## src/rtl/alu_seq.sv

```systemverilog
// Registered WIDTH-generic ALU with valid/ready handshakes on both sides.
// Define ALU_MUL_EN to enable the iterative shift-add multiplier for mode 7.
module alu_seq #(
  parameter int WIDTH = 8
) (
  input  logic             clk,
  input  logic             rst_n,
  input  logic             in_valid,
  output logic             in_ready,
  input  logic [3:0]       mode,
  input  logic [WIDTH-1:0] operand1,
  input  logic [WIDTH-1:0] operand2,
  output logic             out_valid,
  input  logic             out_ready,
  output logic [WIDTH-1:0] result,
  output logic [WIDTH-1:0] result_hi,
  output logic [3:0]       flag
);
  localparam int SHW = $clog2(WIDTH);
  localparam int MSB = WIDTH - 1;
  localparam logic [WIDTH:0] ONE_W = (WIDTH + 1)'(1);

  typedef enum logic [1:0] {
    IDLE = 2'd0,
    DONE = 2'd1
`ifdef ALU_MUL_EN
    , MUL = 2'd2
`endif
  } state_t;

  state_t           state;
  logic             accept;
  logic [WIDTH-1:0] alu_res;
  logic             alu_c;
  logic             alu_v;
  logic             alu_z;
  logic [WIDTH:0]   sum;
  logic [SHW-1:0]   sh;

  assign in_ready = (state == IDLE) || ((state == DONE) && out_ready);
  assign accept   = in_valid && in_ready;
  assign sh       = operand1[SHW-1:0];

  // Single-cycle datapath; sum carries one extra bit for carry/borrow out.
  always_comb begin
    sum     = '0;
    alu_res = '0;
    alu_c   = 1'b0;
    alu_v   = 1'b0;
    case (mode)
      4'd0: begin
        sum     = {1'b0, operand1} + {1'b0, operand2};
        alu_res = sum[MSB:0];
        alu_c   = sum[WIDTH];
        alu_v   = (operand1[MSB] == operand2[MSB]) && (alu_res[MSB] != operand1[MSB]);
      end
      4'd1: begin
        sum     = {1'b0, operand1} - {1'b0, operand2};
        alu_res = sum[MSB:0];
        alu_c   = sum[WIDTH];
        alu_v   = (operand1[MSB] != operand2[MSB]) && (alu_res[MSB] != operand1[MSB]);
      end
      4'd2:  alu_res = operand1;
      4'd3:  alu_res = operand2;
      4'd4:  alu_res = operand1 & operand2;
      4'd5:  alu_res = operand1 | operand2;
      4'd6:  alu_res = operand1 ^ operand2;
      4'd8: begin
        sum     = {1'b0, operand2} + ONE_W;
        alu_res = sum[MSB:0];
        alu_c   = sum[WIDTH];
        alu_v   = !operand2[MSB] && alu_res[MSB];
      end
      4'd9: begin
        sum     = {1'b0, operand1} + ONE_W;
        alu_res = sum[MSB:0];
        alu_c   = sum[WIDTH];
        alu_v   = !operand1[MSB] && alu_res[MSB];
      end
      4'd10: alu_res = {operand2[MSB-1:0], operand2[MSB]};
      4'd11: alu_res = {operand1[0], operand1[MSB:1]};
      4'd12: alu_res = operand2 << sh;
      4'd13: alu_res = operand2 >> sh;
      4'd14: alu_res = $signed(operand2) >>> sh;
      4'd15: begin
        sum     = '0 - {1'b0, operand2};
        alu_res = sum[MSB:0];
        alu_c   = sum[WIDTH];
        alu_v   = operand2[MSB] && alu_res[MSB];
      end
      default: alu_res = '0;
    endcase
    // Mode 7 on this path is the illegal-op marker, so its zero flag stays low.
    alu_z = (alu_res == '0) && (mode != 4'd7);
  end

`ifdef ALU_MUL_EN
  logic [2*WIDTH-1:0] prod_reg;
  logic [2*WIDTH-1:0] prod_next;
  logic [WIDTH-1:0]   mcand_reg;
  logic [SHW-1:0]     cnt_reg;
  logic [WIDTH:0]     psum;

  // Upper half accumulates, lower half holds the remaining multiplier bits.
  always_comb begin
    psum      = {1'b0, prod_reg[2*WIDTH-1:WIDTH]} + {1'b0, (prod_reg[0] ? mcand_reg : '0)};
    prod_next = {psum, prod_reg[WIDTH-1:1]};
  end
`endif

  always_ff @(posedge clk or negedge rst_n) begin
    if (!rst_n) begin
      state     <= IDLE;
      out_valid <= 1'b0;
      result    <= '0;
      result_hi <= '0;
      flag      <= '0;
`ifdef ALU_MUL_EN
      prod_reg  <= '0;
      mcand_reg <= '0;
      cnt_reg   <= '0;
`endif
    end else if (accept) begin
`ifdef ALU_MUL_EN
      if (mode == 4'd7) begin
        state     <= MUL;
        out_valid <= 1'b0;
        prod_reg  <= {{WIDTH{1'b0}}, operand2};
        mcand_reg <= operand1;
        cnt_reg   <= '0;
      end else
`endif
      begin
        state     <= DONE;
        out_valid <= 1'b1;
        result    <= alu_res;
        result_hi <= '0;
        flag      <= {alu_z, alu_c, alu_v, alu_res[MSB]};
      end
    end else begin
      case (state)
        DONE: begin
          if (out_ready) begin
            state     <= IDLE;
            out_valid <= 1'b0;
          end
        end
`ifdef ALU_MUL_EN
        MUL: begin
          prod_reg <= prod_next;
          cnt_reg  <= cnt_reg + 1'b1;
          if (cnt_reg == SHW'(WIDTH - 1)) begin
            state     <= DONE;
            out_valid <= 1'b1;
            result    <= prod_next[MSB:0];
            result_hi <= prod_next[2*WIDTH-1:WIDTH];
            flag      <= {(prod_next == '0), |prod_next[2*WIDTH-1:WIDTH], 1'b0,
                          prod_next[2*WIDTH-1]};
          end
        end
`endif
        default: ;
      endcase
    end
  end

endmodule
```

## config.mk

```make
export PLATFORM = sky130hd
export DESIGN_NAME = alu_seq
export DESIGN_NICKNAME = d
export VERILOG_FILES = /design/src/rtl/alu_seq.sv
export SDC_FILE = /design/constraint.sdc
export NUM_CORES = 1
export LEC_CHECK = 0
export CORE_ASPECT_RATIO = 1.75
export CORE_UTILIZATION = 40
export CTS_CLUSTER_SIZE = 16
export DETAILED_ROUTE_END_ITERATION = 8
export GPL_TIMING_DRIVEN = 1
export REMOVE_ABC_BUFFERS = 1
export SLEW_MARGIN = 20
export SYNTH_ARGS = -nofsm -noshare
export SYNTH_HDL_FRONTEND = slang
export SYNTH_SLANG_ARGS = --single-unit
```

## constraint.sdc

```tcl
create_clock -name clk -period 1.9 [get_ports clk]
set_input_delay 0.19 -clock clk [delete_from_list [all_inputs] [get_ports clk]]
set_output_delay 0.19 -clock clk [all_outputs]
set_load 0.02 [all_outputs]
```

Word level (Yosys, flattened, before mapping)
Cells that the tools add are included.

Flip-flop bits (word level): 15. Input port bits: 24. Output and inout bits: 22. Word-level logic and storage cells: 61.

Add/subtract/negate cells: 5. Eq/ne operators: 20. Shift-type cells: 3. Mux-type cells: 9. Bitwise logic cells: 3. Reduce and logical (&&, ||, !) cells: 17.

Operators by type and width (number): 8-bit case mux with 15 select lines (1); 4-bit equality test (second input constant) (8); 8-bit by 1-bit adder with 9-bit output (second input constant) (2); 4-bit by 3-bit equality test with 1-bit output (second input constant) (3); 1-bit case mux with 5 select lines (2); 8-bit by 8-bit adder with 9-bit output (1); 1-bit by 8-bit subtractor with 9-bit output (first input constant) (1); 8-bit by 8-bit subtractor with 9-bit output (1); 8-bit AND (1); 4-bit by 2-bit equality test with 1-bit output (second input constant) (2); 1-bit logical AND (8); 8-bit logical NOT (1); 8-bit bitwise OR (1); 8-bit by 3-bit << shifter with 8-bit output (1); 8-bit by 3-bit right shift with 8-bit output (1); 8-bit by 3-bit >>> shifter with 8-bit output (1); 8-bit XOR (1); 2-bit two-way mux (3); 4-bit by 1-bit equality test with 1-bit output (second input constant) (1); 4-bit logical NOT (1); 4-bit by 3-bit != test with 1-bit output (second input constant) (1); 2-bit nonzero test (2); 1-bit two-way mux (3); 1-bit != test (3); 6 further kinds (7).

Depth between registers and ports, before layout
Gate-level depths: netlist (run 1).

Depth after elaboration: 6. Gate-level depth with buffers: 13. Mapped depth without buffers: 11.

Worst setup path before layout (run 1)
OpenSTA, ideal clock, no wires.

Path kind: input port to flip-flop. Start point: in operand1[0]. End point: reg flag[3]. Library setup time: 0.103 ns. Arrival: 2.758 ns. Required time: 1.797 ns. Setup slack: -0.962 ns. Stages on the path: 13. Path buffers: 2. Cells stage by stage: buf_6 > buf_12 > inv_1 > ha_1 > inv_1 > fa_1 > nor2b_1 > o31ai_1 > o22a_1 > a21oi_1 > or4_1 > nand4b_1 > o41ai_2.

Cells in the longest elaborated chain, start to end: 4. Elaborated cells on any way between the ends: 12. Those cells by class: add/sub (3); shift (3); mux (1); bitwise (3); reduce/logical (2).

Ends and longest elaborated chain: start, declared (line 11) `input logic [WIDTH-1:0] operand1,`; 8-bit by 1-bit adder with 9-bit output, or another cell as far along (line 75) `sum = {1'b0, operand1} + ONE_W;`; 8-bit case mux with 15 select lines * (line 50) `case (mode)`; 8-bit logical NOT * (line 94) `alu_z = (alu_res == '0) && (mode != 4'd7);`; 1-bit logical AND * (line 94); end signal, assigned (line 138) `flag <= {alu_z, alu_c, alu_v, alu_res[MSB]};`; end, declared (line 17) `output logic [3:0] flag`.

Every way passes the cells marked *; elsewhere a longest branch is shown, timed or not. A chain may end at the register's enable or synchronous reset.

Worst setup path in the final report (run 1)
Ends and elaborated chain as after synthesis.

==> results of run 1 <==
-- worst max path at each step --
stage / end / slack, ns / cells past startpoint
4_1_cts: flag[3]$_DFFE_PN0P_ / -0.40 / 12
3_3_place_gp: flag[3]$_DFFE_PN0P_ / -1.32 / 11
3_5_place_dp: flag[3]$_DFFE_PN0P_ / -1.40 / 11
2_1_floorplan: flag[3]$_DFFE_PN0P_ / -0.71 / 11
5_1_grt: flag[3]$_DFFE_PN0P_ / -0.50 / 12
6_report: flag[3]$_DFFE_PN0P_ / -0.41 / 12
-- layer usage --
layer  part of all wire, %  global-route usage, %  up-vias
li1                      -                      -     2071
met1                    32                   39.6     2210
met2                    51                   69.0      310
met3                   6.4                   3.88      117
met4                    10                   31.9        0
met5                     0                      0        -
-- state kept, by name (all words and copies together), names as in the netlist --
| signal | count |
|---|---|
| flag | 4 |
| out_valid | 1 |
| result | 7 |
-- critical path, stage by stage --
cell and delay, ns:
buf_12 0.12, clkinv_8 0.04, ha_4 0.14, inv_2 0.04, fa_2 0.36, nor2b_4 0.14, o31ai_4 0.22, o22a_1 0.19
a21oi_2 0.05, or4_4 0.52, nand4b_1 0.21, o41ai_2 0.21
-- report_power, final --
group	internal (mW)	switching, mW	leakage, nW
Clock	0.317	0.108	0.0442
Combinational	0.805	0.809	2.39
Sequential	0.298	0.0266	0.146
-- stage by stage --
stage	instances	utilization, %
after detailed placement	718	59.1
after CTS	753	69.7
after floorplan	410	-
final	755	71.8
after global placement	718	59.1
after global routing	755	71.8
-- synth_stat cells, drive strengths merged, types with 10 or more instances --
cell type  count  area share [%]
a21oi         25             3.6
o21ai         24             3.5
mux2i         16             4.6
nor3          10             1.5
dfrtp         12             8.7
inv           23             2.5
nor2          30             3.3
nand2         32             3.5
nand3         15             2.2
o211ai        10             2.2
xnor2         13             3.3
buf           39             7.9
ha            32              12
-- area by class of cell --
cell class	count	area (um2)	area share [%]
Multi-Input combinational cell	373	3310	55.4
Sequential cell	12	300	5.03
Timing Repair Buffer	226	2010	33.7
Inverter	25	121	2.03
Tap cell	115	144	2.41
Clock buffer	4	88.8	1.49
-- kinds of logic (layout without fill, tap and decap cells) --
logic type / after synthesis / count (layout) / synth area share [%]
mux: 27 / 27 / 10.3
buf+inv: 73 / 255 / 11.6
compound gates: 136 / 136 / 27.9
xor+xnor: 16 / 16 / 4.07
simple gates: 152 / 152 / 24.6
other cells: 1 / 8 / 0.109
fa+ha+maj: 34 / 34 / 12.8
flops: 12 / 12 / 8.71
-- timing repair --
action                     in CTS  in global routing
setup endpoints to repair      11                 11
pin swaps                      44                 19
cloned                          3                  0
gates resized for setup       182                 48
setup buffers                  30                  5
==> flow_summary_export.csv, run 1 <==
group,metric,value,unit
status,outcome,"finished with violations",
status,violations,"negative setup slack",
cells_and_area,layout_common_cells,"159 x buf_4, 28 x nand2_1, 25 x nor2_1",
drt,drt-wirelength-per-cell,23.4,um
timing,fmax,433,MHz
synthesis,synthArstFlopShare,100,%
synthesis,ys.warnings.count,0,
synthesis,synth_edf_count,0,
timing,worst_pin_slew,0.614,ns
power_and_ir_drop,p_per_area,396,mW/mm2
synthesis,ys_ff_latch,12,
timing,final-hold-violation-count,0,
worst_setup_path,start_kind,"input port",
timing,skew,0.00179,ns
timing,hold_slack,0.308,ns
drt,via_per_inst,6.24,
flow_run,drv_cap,0,
timing,setup_viol,9,
clock_network,ctsLongestPathBuffers,2,
drt,postRouteAntennaNets,0,
power_and_ir_drop,p_leak,2.58,nW
worst_setup_path,r2r-end,"flag[3]$_DFFE_PN0P_",
global_routing,grt_pass1_vias,4842,
drt,drt_drc_violations_left,0,
global_routing,grt_max_degree,25,
worst_setup_path,rrSetupSlack,0.51,ns
drt,num_vias,4708,
placement,gp_congestion,1.06,
synthesis,postSynthCellCount,451,
cells_and_area,antennaDiodeCount,0,
clock_network,postCtsHoldBufs,0,
timing,finalCritPeriodShare,121,%
clock_network,cts.sinks,12,
global_routing,grt_overflow,0,
clock_network,cts_max_level,1,
floorplanning,coreArea,0.00831,mm2
cells_and_area,nets,699,
clock_network,cts_inserted_buffers,3,
synthesis,ys_types,81,
clock_network,clk_pin_slew_worst_paths,0.04,ns
placement,dp_hpwl,12.5,mm
synthesis,syn_area_per_cell,7.64,um2
worst_setup_path,crit_type,"input port to flop",
worst_setup_path,crit_fanout,3,
power_and_ir_drop,power.total,2.36,mW
clock_network,cts-root-buf,"clkbuf_16",
synthesis,synth_flop_cell,"dfrtp_1",
floorplanning,rows,44,
global_routing,grt_usage,39.0,%
worst_setup_path,critical_path.startpoint,"operand1[0]",
cells_and_area,area_growth,73.2,%
floorplanning,ios,46,
floorplanning,dieArea,0.00901,mm2
cells_and_area,fillers,638,
drt,drt_first_pass_iters,6,
power_and_ir_drop,peakVddDrop,0.000369,V
floorplanning,initial_utilization,41.5,%
drt,drt_iter0_drc,367,
clock_network,cts_tree,"yes",
global_routing,grt_pass1_wl,26.4,mm
timing,fin_ws,-0.408,ns
worst_setup_path,crit_required,2.04,ns
clock_network,clk_latency,0.24,ns
timing,slew_violations,0,
worst_setup_path,critPathArrivalTime,2.44,ns
worst_setup_path,crit_path_end_kind,"flop",
synthesis,ys_seq_area_share,8.71,%
worst_setup_path,ff2ff_path_depth,6,
cells_and_area,drive_gt1_share,48.8,%
floorplanning,die_y,125,um
timing,fin_crit,2.31,ns
placement,io_buffers,37,
floorplanning,die_width,72.2,um
synthesis,syn-cell-area,0.00345,mm2
placement,place_ws,-1.40,ns
timing,setup_tns,-1.64,ns
placement,dpl_cell_area,0.00492,mm2
drt,wirelength,17.7,mm
worst_setup_path,timing.rr.start,"out_valid$_DFFE_PN0P_",
timing,relSlewSlack,58.7,%
cells_and_area,final_area,0.00597,mm2
global_routing,antenna_found_initial,0,
cells_and_area,final_common_cell,"buf_4",
timing,rsz0062_at_grt,"true",
worst_hold_path,holdCritPathClass,"input port to asynchronous set/reset pin",
No activity file was read; power rests on OpenSTA's default activity.
==> run 2: changes to the inputs <==
--- a/config.mk
+++ b/config.mk
@@ -7,10 +7,12 @@
 export LEC_CHECK = 0
 export CORE_ASPECT_RATIO = 1.75
 export CORE_UTILIZATION = 40
+export CTS_BUF_LIST = sky130_fd_sc_hd__clkbuf_16
 export CTS_CLUSTER_SIZE = 16
 export DETAILED_ROUTE_END_ITERATION = 8
 export GPL_TIMING_DRIVEN = 1
 export REMOVE_ABC_BUFFERS = 1
+export SKIP_CTS_REPAIR_TIMING = 1
 export SLEW_MARGIN = 20
 export SYNTH_ARGS = -nofsm -noshare
 export SYNTH_HDL_FRONTEND = slang
==> run 2 against run 1 <==
Net effect: the flow still finishes with violations (negative setup slack); clock skew rose by 0.00084 ns; maximum frequency up 0.39%; register-to-register slack worse by 0.03 ns; count of clock-buffer cells in the layout fell by 1; power is 4.9% lower; critical endpoint unchanged; highest routed layer unchanged.
==> flow_summary_export.csv, run 2 (synthesis gave the netlist of run 1 again) <==
group,metric,value,unit
cells_and_area,post-route-util,69.5,%
timing,fmax,435,MHz
placement,io_buffers,37,
power_and_ir_drop,combPwrFrac,68.4,%
clock_network,cts_inserted_buffers,3,
cells_and_area,layout_common_cells,"159 x buf_4, 29 x nand2_1, 27 x nor2_1",
cells_and_area,drive_gt1_share,45.7,%
worst_setup_path,cpPeakStageDelay,0.52,ns
cells_and_area,largestRegisters,"result (7), flag (4), out_valid (1)",
drt,via_per_inst,6.14,
clock_network,cts_max_level,1,
clock_network,cts-root-buf,"clkbuf_16",
cells_and_area,final_common_cell,"buf_4",
floorplanning,die_y,125,um
drt,drt_iter0_drc,316,
cells_and_area,fillers,665,
power_and_ir_drop,p_per_area,390,mW/mm2
floorplanning,coreArea,0.00831,mm2
worst_setup_path,start_kind,"input port",
cells_and_area,seq_area,300,um2
worst_setup_path,crit_type,"input port to flop",
status,outcome,"finished with violations",
global_routing,antenna_found_initial,0,
floorplanning,rows,44,
worst_setup_path,ff2ff_path_depth,6,
cells_and_area,area_growth,67.5,%
placement,place_ws,-1.40,ns
power_and_ir_drop,power.total,2.25,mW
timing,slew_violations,0,
cells_and_area,registers.top_by_ff_count,"result",
power_and_ir_drop,power.share.clock,17.2,%
cells_and_area,antennaDiodeCount,0,
worst_setup_path,crit_path_end_kind,"flop",
cells_and_area,multiInputGateArea,0.00320,mm2
power_and_ir_drop,p_sw_share,40.1,%
worst_setup_path,critPathArrivalTime,2.44,ns
cells_and_area,largest_reg_flops,7,
drt,wirelength,16.7,mm
worst_setup_path,worstPathCellList,"buf_8 > inv_4 > ha_4 > inv_2 > fa_2 > nor2b_4 > o31ai_4 > o22a_1 > a21oi_2 > or4_4 > nand4b_1 > o41ai_2",
drt,num_vias,4589,
timing,relSlewSlack,57.7,%
global_routing,grt_pass1_vias,4459,
placement,gp_congestion,1.06,
worst_setup_path,cpMaxStageDelayCell,"or4_4",
status,violations,"negative setup slack",
power_and_ir_drop,pwr-share-seq,14.4,%
power_and_ir_drop,p_leak,2.58,nW
worst_setup_path,crit_fanout,3,
floorplanning,dieArea,0.00901,mm2
clock_network,clk_latency,0.24,ns
clock_network,ctsLongestPathBuffers,2,
cells_and_area,nets,692,
drt,postRouteAntennaNets,0,
timing,fin_ws,-0.399,ns
clock_network,cts.sinks,12,
clock_network,cts_tree,"yes",
clock_network,clk_pin_slew_worst_paths,0.04,ns
drt,drt_first_pass_iters,6,
power_and_ir_drop,switchingPower,0.903,mW
timing,final-hold-violation-count,0,
global_routing,grt_max_degree,25,
floorplanning,die_width,72.2,um
worst_hold_path,holdCritPathClass,"input port to asynchronous set/reset pin",
global_routing,grt_overflow,0,
power_and_ir_drop,peakVddDrop,0.000370,V
timing,finalCritPeriodShare,121,%
global_routing,grt_pass1_wl,23.7,mm
timing,rsz0062_at_grt,"true",
drt,drt_drc_violations_left,0,
timing,setup_tns,-1.86,ns
timing,hold_slack,0.310,ns
timing,fin_crit,2.30,ns
timing,worst_pin_slew,0.618,ns
power_and_ir_drop,p_int,1.35,mW
floorplanning,ios,46,
floorplanning,initial_utilization,41.5,%
timing,skew,0.00263,ns
global_routing,grt_usage,34.7,%
worst_setup_path,crit_required,2.04,ns
timing,setup_viol,10,
placement,dp_hpwl,12.5,mm
flow_run,drv_cap,0,
drt,drt-wirelength-per-cell,22.3,um
-- run 2: cell types whose count changed in the layout (fill, tap and decap cells not counted), sizes merged --
| cell | before | now |
|---|---|---|
| clkinv | 2 | 1 |
| bufbuf | 2 | 0 |
| clkbuf | 7 | 10 |
| buf | 196 | 184 |
| dlygate4sd2 | 5 | 0 |
| clkdlybuf4s15 | 2 | 0 |
| dlymetal6s2s | 0 | 10 |
| inv | 22 | 24 |
-- run 2: layout make-up --
class | count | area share [%]
Multi-Input combinational cell | 373 | 55.4
Timing Repair Buffer | 219 | 33.6
Sequential cell | 12 | 5.20
Tap cell | 115 | 2.49
Inverter | 25 | 1.91
Clock buffer | 3 | 1.30
Clock inverter | 1 | 0.0650
-- run 2: power by group through the flow --
stage,sequential [mW],clock [mW],combinational (mW)
floorplan,0.382,0,0.488
global placement,0.327,0,1.26
detailed placement,0.328,0,1.27
CTS,0.323,0.388,1.28
global route,0.327,0.400,1.63
finish,0.323,0.387,1.54
-- run 2: metrics by stage --
step                cell area (um2)  instances
floorplan                      3170        410
global placement               4920        718
detailed placement             4920        718
CTS                            4990        722
global route                   5770        748
finish                         5770        748
-- run 2: per-layer routing --
layer | track usage (%) | routed length, um | share of wire (%)
met5 | 0 | 0 | 0
met4 | 27.1 | 1790 | 11
met1 | 34.9 | 5470 | 33
met3 | 3.16 | 985 | 5.9
met2 | 62.5 | 8470 | 51
-- run 2: worst max-delay path, delay by kind of cell --
family                     cells  cell delay, ns
and+or+nand+nor                3            0.88
AOI/OAI and AO/OA              4            0.64
adders and majority gates      2            0.51
buffers and inverters          3            0.19
-- run 2: path summary, 6_finish.rpt --
kind / to / slack (ns) / from
min in group clk: result[0]$_DFFE_PN0P_ / 0.48 / result[0]$_DFFE_PN0P_
setup reg to reg: flag[3]$_DFFE_PN0P_ / 0.48 / out_valid$_DFFE_PN0P_
hold / removal: flag[1]$_DFFE_PN0P_ / 0.31 / rst_n
max in group asynchronous: flag[2]$_DFFE_PN0P_ / 1.22 / rst_n
setup / recovery: flag[3]$_DFFE_PN0P_ / -0.40 / operand1[0]
hold reg to reg: result[0]$_DFFE_PN0P_ / 0.48 / result[0]$_DFFE_PN0P_
==> run 3: changes to the inputs <==
--- a/config.mk
+++ b/config.mk
@@ -5,12 +5,15 @@
 export SDC_FILE = /design/constraint.sdc
 export NUM_CORES = 1
 export LEC_CHECK = 0
+export CELL_PAD_IN_SITES_DETAIL_PLACEMENT = 0
+export CELL_PAD_IN_SITES_GLOBAL_PLACEMENT = 1
 export CORE_ASPECT_RATIO = 1.75
 export CORE_UTILIZATION = 40
 export CTS_BUF_LIST = sky130_fd_sc_hd__clkbuf_16
 export CTS_CLUSTER_SIZE = 16
 export DETAILED_ROUTE_END_ITERATION = 8
 export GPL_TIMING_DRIVEN = 1
+export PLACE_DENSITY_LB_ADDON = 0.1
 export REMOVE_ABC_BUFFERS = 1
 export SKIP_CTS_REPAIR_TIMING = 1
 export SLEW_MARGIN = 20
==> run 3 against run 2 <==
Net effect: critical path type unchanged; global-route usage grew 0.57 points; sequential power hardly changed; critical path depth down 2; register-to-register slack got worse by 0.21 ns; via count fell by 1.0%; critical endpoint unchanged; flip-flop and latch count stayed put; core utilization grew 1.2 points; worst setup slack worse by 0.12 ns; wire length up 2.0%; the flow still finishes with violations (negative setup slack); count of clock-buffer cells in the layout did not move; clock power about the same; first-iteration DRC count fell by 8.5%.
==> flow_summary_export.csv, run 3 (synthesis gave the netlist of run 1 again) <==
group,metric,value,unit
floorplanning,ios,46,
worst_setup_path,worstPathCellList,"buf_8 > buf_6 > ha_4 > fa_2 > a31o_4 > a221oi_4 > a21oi_2 > or4_4 > nand4b_1 > o41ai_2",
cells_and_area,post-route-util,70.7,%
timing,fin_ws,-0.517,ns
clock_network,cts_inserted_buffers,3,
cells_and_area,registers.top_by_ff_count,"result",
clock_network,cts-root-buf,"clkbuf_16",
timing,worst_pin_slew,0.663,ns
drt,wl_met3,928,um
drt,via_per_inst,6.01,
timing,skew,0.000898,ns
power_and_ir_drop,p_leak,2.64,nW
global_routing,grt_usage,35.2,%
placement,io_buffers,37,
worst_setup_path,start_kind,"input port",
status,outcome,"finished with violations",
worst_setup_path,ff2ff_path_depth,6,
floorplanning,die_width,72.2,um
floorplanning,die_y,125,um
timing,setup_tns,-2.32,ns
drt,drt_iter0_drc,289,
clock_network,clk_pin_slew_worst_paths,0.04,ns
drt,wl_met2,9.07,mm
clock_network,cts.sinks,12,
cells_and_area,layout_common_cells,"166 x buf_4, 31 x nand2_1, 29 x nor2_1",
global_routing,grt_pass1_vias,4383,
cells_and_area,antennaDiodeCount,0,
floorplanning,rows,44,
cells_and_area,fillers,671,
worst_setup_path,critPathArrivalTime,2.56,ns
cells_and_area,final_area,0.00588,mm2
global_routing,grt_overflow,0,
drt,wirelength_met1,5.49,mm
worst_setup_path,cpPeakStageDelay,0.52,ns
global_routing,grt_max_degree,27,
placement,dpl_cell_area,0.00496,mm2
timing,final-hold-violation-count,0,
flow_run,drv_cap,0,
worst_setup_path,crit_family,"compound AO/OA/AOI/OAI gates",
worst_setup_path,crit_type,"input port to flop",
drt,drt_first_pass_iters,5,
global_routing,antenna_found_initial,0,
cells_and_area,final_common_cell,"buf_4",
drt,drt_drc_violations_left,0,
global_routing,grt_pass1_wl,23.7,mm
power_and_ir_drop,power.total,2.30,mW
clock_network,ctsLongestPathBuffers,2,
floorplanning,initial_utilization,41.5,%
worst_setup_path,crit_path_end_kind,"flop",
cells_and_area,largestRegisters,"result (7), flag (4), out_valid (1)",
status,violations,"negative setup slack",
cells_and_area,nets,701,
cells_and_area,drive_gt1_share,45.9,%
power_and_ir_drop,peakVddDrop,0.000359,V
drt,wirelength,17.0,mm
drt,num_vias,4543,
worst_setup_path,cpMaxStageDelayCell,"or4_4",
placement,dp_hpwl,13.1,mm
worst_setup_path,crit_required,2.04,ns
worst_hold_path,holdCritPathClass,"input port to asynchronous set/reset pin",
floorplanning,coreArea,0.00831,mm2
timing,fin_crit,2.42,ns
drt,drt-wirelength-per-cell,22.5,um
cells_and_area,largest_reg_flops,7,
worst_setup_path,critical_path_depth,10,
timing,setup_viol,9,
clock_network,clk_latency,0.24,ns
clock_network,cts_tree,"yes",
floorplanning,dieArea,0.00901,mm2
clock_network,cts_max_level,1,
drt,dr.max_layer_used,"met4",
cells_and_area,area_growth,70.5,%
worst_setup_path,crit_fanout,3,
drt,postRouteAntennaNets,0,
worst_setup_path,critPathBufInv,2,
timing,rsz0062_at_grt,"true",
timing,fmax,414,MHz
placement,gp_congestion,1.06,
timing,finalCritPeriodShare,127,%
timing,relSlewSlack,55.8,%
power_and_ir_drop,p_per_area,391,mW/mm2
timing,slew_violations,0,
-- run 3: cell types whose count changed in the layout (fill, tap and decap cells not counted), sizes merged --
cell,before,now
dlymetal6s2s,10,9
inv,24,25
clkinv,1,0
buf,184,194
clkinvlp,1,0
-- run 3: metrics by stage --
stage               worst slack [ns]  cells  hold slack, ns
floorplan                     -0.707    410          -0.106
global placement               -1.34    725           0.464
detailed placement             -1.39    725           0.470
CTS                            -1.15    728           0.330
global route                  -0.537    756           0.359
finish                        -0.517    756           0.315
-- run 3: where the power goes --
group	switching, mW	total, mW	internal [mW]
sequential	0.0244	0.323	0.298
combinational	0.786	1.59	0.802
clock	0.115	0.390	0.275
total	0.926	2.30	1.37
-- run 3: final cells by class --
cell class	count	area (um2)	area share, %
Multi-Input combinational cell	373	3250	55.4
Sequential cell	12	300	5.11
Inverter	25	111	1.89
Timing Repair Buffer	228	1990	33.9
Clock buffer	3	75.1	1.28
Tap cell	115	144	2.45
-- run 3: worst paths after layout --
| kind | start | endpoint | slack [ns] |
|---|---|---|---|
| min in group clk | result[1]$_DFFE_PN0P_ | result[1]$_DFFE_PN0P_ | 0.47 |
| max in group asynchronous | rst_n | flag[0]$_DFFE_PN0P_ | 1.21 |
| hold reg to reg | result[1]$_DFFE_PN0P_ | result[1]$_DFFE_PN0P_ | 0.47 |
| setup reg to reg | out_valid$_DFFE_PN0P_ | flag[3]$_DFFE_PN0P_ | 0.27 |
| hold / removal | rst_n | flag[1]$_DFFE_PN0P_ | 0.32 |
| setup / recovery | operand1[0] | flag[3]$_DFFE_PN0P_ | -0.52 |
-- run 3: per-layer routing --
metal / vias up / global-route usage, %
met5: - / 0
met4: 0 / 25.5
met3: 82 / 3.16
met2: 241 / 64.9
met1: 2160 / 35.2
li1: 2060 / -
